`src/rtl/pipelined_adder_tree_if.sv`:
```
// Bundle for the adder tree's input and output streams.
//
// Handshake: a word moves across a stream on a rising clock edge where
// valid and ready are both 1. The sender holds data/valid steady until that edge.
// in_ready comes combinationally from the output side, so the pipeline stalls as one unit.
interface pipelined_adder_tree_if #(
    parameter int N_STAGE  = 5,
    parameter int IN_WIDTH = 2,
    parameter int SUM_W    = IN_WIDTH + N_STAGE
);
    logic [IN_WIDTH*(2**N_STAGE)-1:0] in_data;
    logic                             in_valid;
    logic                             in_ready;
    logic [SUM_W-1:0]                 out_sum;
    logic                             out_valid;
    logic                             out_ready;
    logic                             acc_clear;

    modport master (
        output in_data, in_valid, out_ready, acc_clear,
        input  in_ready, out_sum, out_valid
    );

    modport slave (
        input  in_data, in_valid, out_ready, acc_clear,
        output in_ready, out_sum, out_valid
    );
endinterface

```
`src/rtl/pipelined_adder_tree.sv`:
```
// Pipelined adder tree. It sums 2**N_STAGE words of IN_WIDTH bits through
// N_STAGE registered stages. Each stage adds adjacent pairs and grows by one bit,
// so the sum is exact. Optional macro ADDER_TREE_ACCUM_EN adds a saturating
// accumulator after the last stage, and out_sum then becomes the accumulator value.
module pipelined_adder_tree #(
    parameter int N_STAGE   = 5,
    parameter int IN_WIDTH  = 2,
    parameter int SIGNED    = 1,
    parameter int ACC_WIDTH = 16
) (
    input  logic                  clk,
    input  logic                  reset,
    pipelined_adder_tree_if.slave bus
);
    localparam int OUT_W = IN_WIDTH + N_STAGE;

    logic [N_STAGE:1] v;
    logic             adv;
    logic [OUT_W-1:0] tree_sum;

    for (genvar s = 1; s <= N_STAGE; s++) begin : g_stg
        localparam int W   = IN_WIDTH + s;
        localparam int CNT = 2**(N_STAGE - s);

        logic [2*CNT*(W-1)-1:0] prev;
        logic [CNT*W-1:0]       nxt;
        logic [CNT*W-1:0]       q;

        if (s == 1) begin : g_src
            assign prev = bus.in_data;
        end else begin : g_src
            assign prev = g_stg[s-1].q;
        end

        // Add adjacent operand pairs, each extended by one bit (sign or zero)
        always_comb begin
            nxt = '0;
            for (int j = 0; j < CNT; j++) begin
                nxt[j*W +: W] =
                    {(SIGNED != 0) & prev[(2*j)*(W-1) + W-2],   prev[(2*j)*(W-1)   +: W-1]} +
                    {(SIGNED != 0) & prev[(2*j+1)*(W-1) + W-2], prev[(2*j+1)*(W-1) +: W-1]};
            end
        end

        // Stage data register; loads on every advance regardless of valid
        always_ff @(posedge clk or posedge reset) begin
            if (reset) begin
                q <= '0;
            end else if (adv) begin
                q <= nxt;
            end
        end
    end

    assign tree_sum     = g_stg[N_STAGE].q;
    assign bus.in_ready = adv;

    // Valid bits shift along with the data whenever the pipe advances
    always_ff @(posedge clk or posedge reset) begin
        if (reset) begin
            v <= '0;
        end else if (adv) begin
            v[1] <= bus.in_valid & adv;
            for (int s = 2; s <= N_STAGE; s++) begin
                v[s] <= v[s-1];
            end
        end
    end

`ifdef ADDER_TREE_ACCUM_EN
    logic [ACC_WIDTH-1:0] acc;
    logic                 acc_valid;
    logic                 tree_fire;
    logic [ACC_WIDTH:0]   acc_base;
    logic [ACC_WIDTH:0]   tree_ext;
    logic [ACC_WIDTH:0]   acc_sum;
    logic [ACC_WIDTH-1:0] acc_nxt;

    assign adv       = !acc_valid || bus.out_ready;
    assign tree_fire = v[N_STAGE] & adv;

    // Saturating add of the extended tree sum; a clear drops the old value first
    always_comb begin
        tree_ext = {{(ACC_WIDTH + 1 - OUT_W){(SIGNED != 0) & tree_sum[OUT_W-1]}}, tree_sum};
        acc_base = bus.acc_clear ? '0 : {(SIGNED != 0) & acc[ACC_WIDTH-1], acc};
        acc_sum  = acc_base + tree_ext;
        acc_nxt  = acc_sum[ACC_WIDTH-1:0];
        if (SIGNED != 0) begin
            if (acc_sum[ACC_WIDTH] != acc_sum[ACC_WIDTH-1]) begin
                acc_nxt = acc_sum[ACC_WIDTH] ? {1'b1, {(ACC_WIDTH-1){1'b0}}}
                                             : {1'b0, {(ACC_WIDTH-1){1'b1}}};
            end
        end else if (acc_sum[ACC_WIDTH]) begin
            acc_nxt = '1;
        end
    end

    // Accumulator and its output valid, one stage after the tree
    always_ff @(posedge clk or posedge reset) begin
        if (reset) begin
            acc       <= '0;
            acc_valid <= 1'b0;
        end else begin
            if (adv) begin
                acc_valid <= v[N_STAGE];
            end
            if (tree_fire) begin
                acc <= acc_nxt;
            end else if (bus.acc_clear) begin
                acc <= '0;
            end
        end
    end

    assign bus.out_sum   = acc;
    assign bus.out_valid = acc_valid;
`else
    logic unused_acc_clear;

    assign adv              = !v[N_STAGE] || bus.out_ready;
    assign unused_acc_clear = bus.acc_clear;
    assign bus.out_sum      = tree_sum;
    assign bus.out_valid    = v[N_STAGE];
`endif
endmodule

```
`src/flat_wrapper.sv`:
```
// flat-port wrapper written by rule: the top's interface ports become plain ports
module pipelined_adder_tree_flat 
#(
    parameter int N_STAGE   = 5,
    parameter int IN_WIDTH  = 2,
    parameter int SIGNED    = 1,
    parameter int ACC_WIDTH = 16
)
  (clk, reset, bus_in_data, bus_in_valid, bus_out_ready, bus_acc_clear, bus_in_ready, bus_out_sum, bus_out_valid);
  pipelined_adder_tree_if #(.N_STAGE(N_STAGE), .IN_WIDTH(IN_WIDTH), .SUM_W((((2) + (5))))) bus_i ();
  input  logic clk;
  input  logic reset;
  input wire logic [$bits(bus_i.in_data)-1:0] bus_in_data;
  input wire logic [$bits(bus_i.in_valid)-1:0] bus_in_valid;
  input wire logic [$bits(bus_i.out_ready)-1:0] bus_out_ready;
  input wire logic [$bits(bus_i.acc_clear)-1:0] bus_acc_clear;
  output wire logic [$bits(bus_i.in_ready)-1:0] bus_in_ready;
  output wire logic [$bits(bus_i.out_sum)-1:0] bus_out_sum;
  output wire logic [$bits(bus_i.out_valid)-1:0] bus_out_valid;
  assign bus_i.in_data = bus_in_data;
  assign bus_i.in_valid = bus_in_valid;
  assign bus_i.out_ready = bus_out_ready;
  assign bus_i.acc_clear = bus_acc_clear;
  assign bus_in_ready = bus_i.in_ready;
  assign bus_out_sum = bus_i.out_sum;
  assign bus_out_valid = bus_i.out_valid;
  pipelined_adder_tree #(.N_STAGE(N_STAGE), .IN_WIDTH(IN_WIDTH), .SIGNED(SIGNED), .ACC_WIDTH(ACC_WIDTH)) u_core (.clk(clk), .reset(reset), .bus(bus_i));
endmodule
```
`config.mk`:
```
export PLATFORM = sky130hd
export DESIGN_NAME = pipelined_adder_tree_flat
export DESIGN_NICKNAME = d
export VERILOG_FILES = /design/src/rtl/pipelined_adder_tree_if.sv /design/src/rtl/pipelined_adder_tree.sv /design/src/flat_wrapper.sv
export SDC_FILE = /design/constraint.sdc
export NUM_CORES = 1
export LEC_CHECK = 0
export ABC_AREA = 0
export CORE_ASPECT_RATIO = 0.8
export CORE_MARGIN = 3
export CORE_UTILIZATION = 30
export CTS_BUF_LIST = sky130_fd_sc_hd__clkbuf_2
export CTS_CLUSTER_DIAMETER = 120
export CTS_CLUSTER_SIZE = 10
export DETAILED_ROUTE_END_ITERATION = 6
export GPL_TIMING_DRIVEN = 0
export HOLD_SLACK_MARGIN = 0.08
export PLACE_DENSITY_LB_ADDON = 0.08
export SETUP_SLACK_MARGIN = 0.15
export SYNTH_ARGS = -nofsm -noshare
export SYNTH_HDL_FRONTEND = slang
export SYNTH_SLANG_ARGS = --single-unit
```
`constraint.sdc`:
```
create_clock -name clk -period 4.15 [get_ports clk]
set_input_delay 0.415 -clock clk [delete_from_list [all_inputs] [get_ports clk]]
set_output_delay 0.415 -clock clk [all_outputs]
set_load 0.02 [all_outputs]
```
# Word level (Yosys, flattened, before mapping)
# Index checks and enable logic that the tools add are counted.
# totals
reg_bits	124
in_bits	69
output_inout_bits	9
# classes
add_sub_neg	31
bitwise_logic	1
n_reduce_logical	2
# op_table
op	n
adder 2 x 2 -> 3 bit	16
adder 3 x 3 -> 4 bit	8
adder 4 x 4 -> 5 bit	4
adder 5 x 5 -> 6 bit	2
adder 6 x 6 -> 7 bit	1
bitwise AND 1 bit	1
logical NOT 1 bit	1
logical OR 1 bit	1

# Logic depth before layout (Yosys ltp)
# logic_depth
depth_word	3
ltp_mapped	7
mapped_depth_nobuf	7

# Worst setup path before layout
# OpenSTA, ideal clock, no wires.
# synth_timing
kind	flip-flop to flip-flop
start	register u_core.g_stg[3].q[0]
end	register u_core.g_stg[4].q[4]
setup_ps	127
arrival_ps	1508
required_ps	4023
path_slack_ps	2515
stages_incl_launch_ff	7
n_path_buf	0
path_cell_list	dfrtp_1 ha_1 fa_1 a21o_1 a21oi_1 xor2_1 o21ai_0
# synth_between
elab_chain_len	1
# synth_lines
element	line	source
start, declared	pipelined_adder_tree.sv:27	logic [CNT*W-1:0] q;
start signal, assigned	pipelined_adder_tree.sv:50	q <= nxt;
adder 5 x 5 -> 6 bit	pipelined_adder_tree.sv:40	{(SIGNED != 0) & prev[(2*j)*(W-1) + W-2], prev[(2*j)*(W-1) +: W-1]} +
end signal, assigned	pipelined_adder_tree.sv:50	
end, declared	pipelined_adder_tree.sv:27	
# No other way between the ends.
# A chain may end at the register's enable or synchronous reset.

# Worst setup path after layout
# layout_timing
start	register u_core.v[5] (netlist bit)
end	output bus_in_ready
# layout_between
elab_chain_len	2
# layout_lines
element	line	source
start, declared	pipelined_adder_tree.sv:17	logic [N_STAGE:1] v;
start signal, assigned by index	pipelined_adder_tree.sv:65	v[s] <= v[s-1];
logical NOT 1 bit	pipelined_adder_tree.sv:120	assign adv = !v[N_STAGE] || bus.out_ready;
logical OR 1 bit	pipelined_adder_tree.sv:120	
end, declared	flat_wrapper.sv:17	output wire logic [$bits(bus_i.in_ready)-1:0] bus_in_ready;
# No other way between the ends.

==> flow_summary.json <==
{
  "status": "complete, no violations",
  "cts.repair_timing.setup_buffer_count": 0,
  "initialDrtViolationCount": 222,
  "switching_share": 0.425,
  "power.leakage_nw": 4.11,
  "floorplan.initialDensity": 0.308,
  "yosysWarningCount": 0,
  "die_area_mm2": 0.0261,
  "synth_enable_flop_cells": 0,
  "synthesized_cell_area_mm2": 0.00727,
  "post-synth-top-area-fraction": 0.427,
  "rows": 50,
  "critPathArrivalTime_ns": 2.68,
  "cts_sinks": 124,
  "maxCapViolations": 0,
  "clock_latency_reported_for_the_late_side_of_the_worst_skew_pair_ns": 0.69,
  "timing.critical_path.required_ns": 3.73,
  "final-max-slew-violation-count": 0,
  "drtAntennaViolNets": 0,
  "vias_per_cell": 4.38,
  "synthTopCellsByArea": "dfrtp_1 (43%), fa_1 (13%), ha_1 (12%), nand2_1 (6.8%), a21oi_1 (5.1%)",
  "cts_tree": "built",
  "top_level_ports": 78,
  "grt_pass1_vias": 5466,
  "hold_buffers_post_cts": 0,
  "synth_top_cells_by_count": "nand2_1 (132), dfrtp_1 (124), inv_1 (85), a21oi_1 (74), ha_1 (72)",
  "avgSynthCellArea_um2": 9.97,
  "timing.setup.critical_path_class": "register to output pin",
  "flow.area_growth_from_synthesis_pct": 18.8,
  "setup.worst_path.end_class": "output pin",
  "yosys_most_used_dff": "dfrtp_1",
  "hold_path.class": "input port to async pin",
  "synth.yosys.seq_area_share": 0.427,
  "unrepaired_setup_endpoints_after_global_routing": "no",
  "global_route_wire_length_before_repair_mm": 28.7,
  "syn-num-nets": 917,
  "drc": 0,
  "cts.path.max_buffers": 2,
  "dr_total_vias": 5036,
  "routability_congestion_estimate": 0.788,
  "clock.fmax_mhz": 323,
  "postSynthCellCount": 729,
  "grt_antenna_before_repair": 1,
  "grt_max_degree": 68,
  "stdcell_area_mm2": 0.00863,
  "finalSetupViolations": 0,
  "core-area_mm2": 0.0236,
  "grt_overflow_total": 0,
  "worst_hold_slack_ns": 0.142,
  "share_seq_of_total_power": 0.365,
  "pwr-share-comb": 0.522,
  "clock_power_share": 0.113,
  "place.detailed.hpwl_mm": 12.7,
  "wl_per_cell_um": 14.7,
  "power_density_mw_per_mm2": 676,
  "hold_violations": 0,
  "power.net_switching_mw": 2.48,
  "worstMarginPinSlew_ns": 0.707,
  "post_cts.resized_instances": 0,
  "drt_pre_antenna_iters": 4,
  "dpl-instance-area_mm2": 0.00845,
  "yosysMostFrequentCell": "nand2_1",
  "die_height_um": 145,
  "routed_wirelength_mm": 16.9,
  "portBuffers": 76,
  "globalRouteTotalUtil": 0.138,
  "synth-seq-cells": 124,
  "fin_crit_sh": 0.746,
  "synth_largest_area_cell": "dfrtp_1",
  "ctsHtreeMaxLevel": 4,
  "maximum_vdd_ir_drop_v": 0.000222,
  "cts_root_buf": "clkbuf_2",
  "max-slew-margin-rel": 0.529,
  "fin_crit_ns": 3.10,
  "yosys.cell_types.count": 34,
  "internal_power_mw": 3.36,
  "synth-async-reset-ratio": 1.00,
  "die_x_um": 180,
  "cts_inserted_buffers": 17,
  "clk_pin_slew_worst_paths_ns": 0.20,
  "worst_clock_skew_ns": 0.0274,
  "critical_path.startpoint_type": "register",
  "layout.nets": 1013,
  "post_route_cells_drive_above_1_share": 0.0657,
  "timing.critical_path.fanout_max": 10
}
## path summary, 6_finish.rpt
check,slack [ns],cells after the start,end,startpoint
setup / recovery,1.05,6,bus_in_ready,u_core.v[5]$_DFFE_PP0N_
hold / removal,0.14,2,u_core.g_stg[2].q[2]$_DFFE_PP0N_,reset
setup reg to reg,2.35,6,u_core.g_stg[4].q[10]$_DFFE_PP0N_,u_core.g_stg[3].q[10]$_DFFE_PP0N_
hold reg to reg,0.48,2,u_core.v[4]$_DFFE_PP0N_,u_core.v[3]$_DFFE_PP0N_
max in group asynchronous,3.29,3,u_core.g_stg[1].q[28]$_DFFE_PP0N_,reset
min in group clk,0.27,3,u_core.v[1]$_DFFE_PP0N_,bus_in_valid
## layer usage
layer | up-vias | part of all wire | GRT usage
li1 | 2516 | - | -
met1 | 2449 | 0.51 | 0.200
met2 | 63 | 0.45 | 0.213
met3 | 8 | 0.032 | 0.0343
met4 | 0 | 0.0071 | 0.0249
met5 | - | 0 | 0
## worst max-delay path: stages (launching register included)
cell             delay (ns)
dfrtp_1                0.42
nor2b_4                0.13
buf_6                  0.12
inv_2                  0.11
buf_4                  0.22
buf_2                  0.31
clkdlybuf4s50_1        0.67
## final cells by class
cell class | instances | area (um^2)
diodes | 2 | 5.00
plain buffers | 27 | 145
clock buffers | 19 | 95.1
clock inverters | 12 | 81.3
fillers | 2415 | 15000
inverters | 86 | 328
multi-input cells | 492 | 3700
flip-flops and latches | 124 | 3100
well taps | 312 | 390
repair buffers | 77 | 788
## cell usage in the layout (no fill, tap or decap), types with 3 or more instances in the layout
| cell | n |
|---|---|
| fa_1 | 47 |
| clkbuf_2 | 19 |
| xor2_1 | 12 |
| nand2_1 | 132 |
| a21o_1 | 10 |
| a21oi_1 | 74 |
| mux2i_1 | 4 |
| inv_1 | 84 |
| o21ai_1 | 7 |
| buf_2 | 17 |
| xnor2_1 | 9 |
| clkdlybuf4s50_1 | 76 |
| nor2b_1 | 6 |
| a2111oi_0 | 6 |
| a31oi_1 | 3 |
| clkinv_2 | 5 |
| a211oi_1 | 3 |
| clkbuf_1 | 6 |
| ha_1 | 72 |
| o21ai_0 | 24 |
| dfrtp_1 | 124 |
| nor2_1 | 64 |
| clkinv_1 | 5 |
| nor3_1 | 4 |
## kinds of logic (layout without fill, tap and decap cells)
kind of cell / after synthesis / in the layout / synth area share
buffers and inverters: 113 / 221 / 0.0644
other: 0 / 2 / 0
AOI/OAI and AO/OA: 135 / 135 / 0.105
DFF: 124 / 124 / 0.427
xor gates and xnor gates: 21 / 21 / 0.0253
and+or+nand+nor: 213 / 213 / 0.120
muxes: 4 / 4 / 0.00551
adders and majority gates: 119 / 119 / 0.253
## state kept, by name, summed over array words and instances, names as in the netlist
register and cells:
u_core.bus.out_sum 7, u_core.v 5, u_core.g_stg.q 112
## power groups by stage
stage | Combinational (mW) | Sequential (mW) | Clock, mW
after floorplan | 2.21 | 2.10 | 0
after global placement | 3.04 | 2.15 | 0
after detailed placement | 3.10 | 2.17 | 0
after CTS | 3.12 | 2.14 | 0.689
after global routing | 3.55 | 2.21 | 0.744
final | 3.05 | 2.13 | 0.657
## per-stage QoR
stage	cells	total power [mW]	util	TNS [ns]	setup slack, ns
final	1151	5.84	0.366	0	1.05
after global routing	1151	6.51	0.366	0	0.872
after CTS	1149	5.95	0.366	0	0.949
after detailed placement	1118	5.27	0.358	0	1.29
after global placement	1117	5.19	0.357	-204.89	-1.66
after floorplan	729	4.31	-	0	0.436
Note: power is estimated with default switching activity, not from simulation.
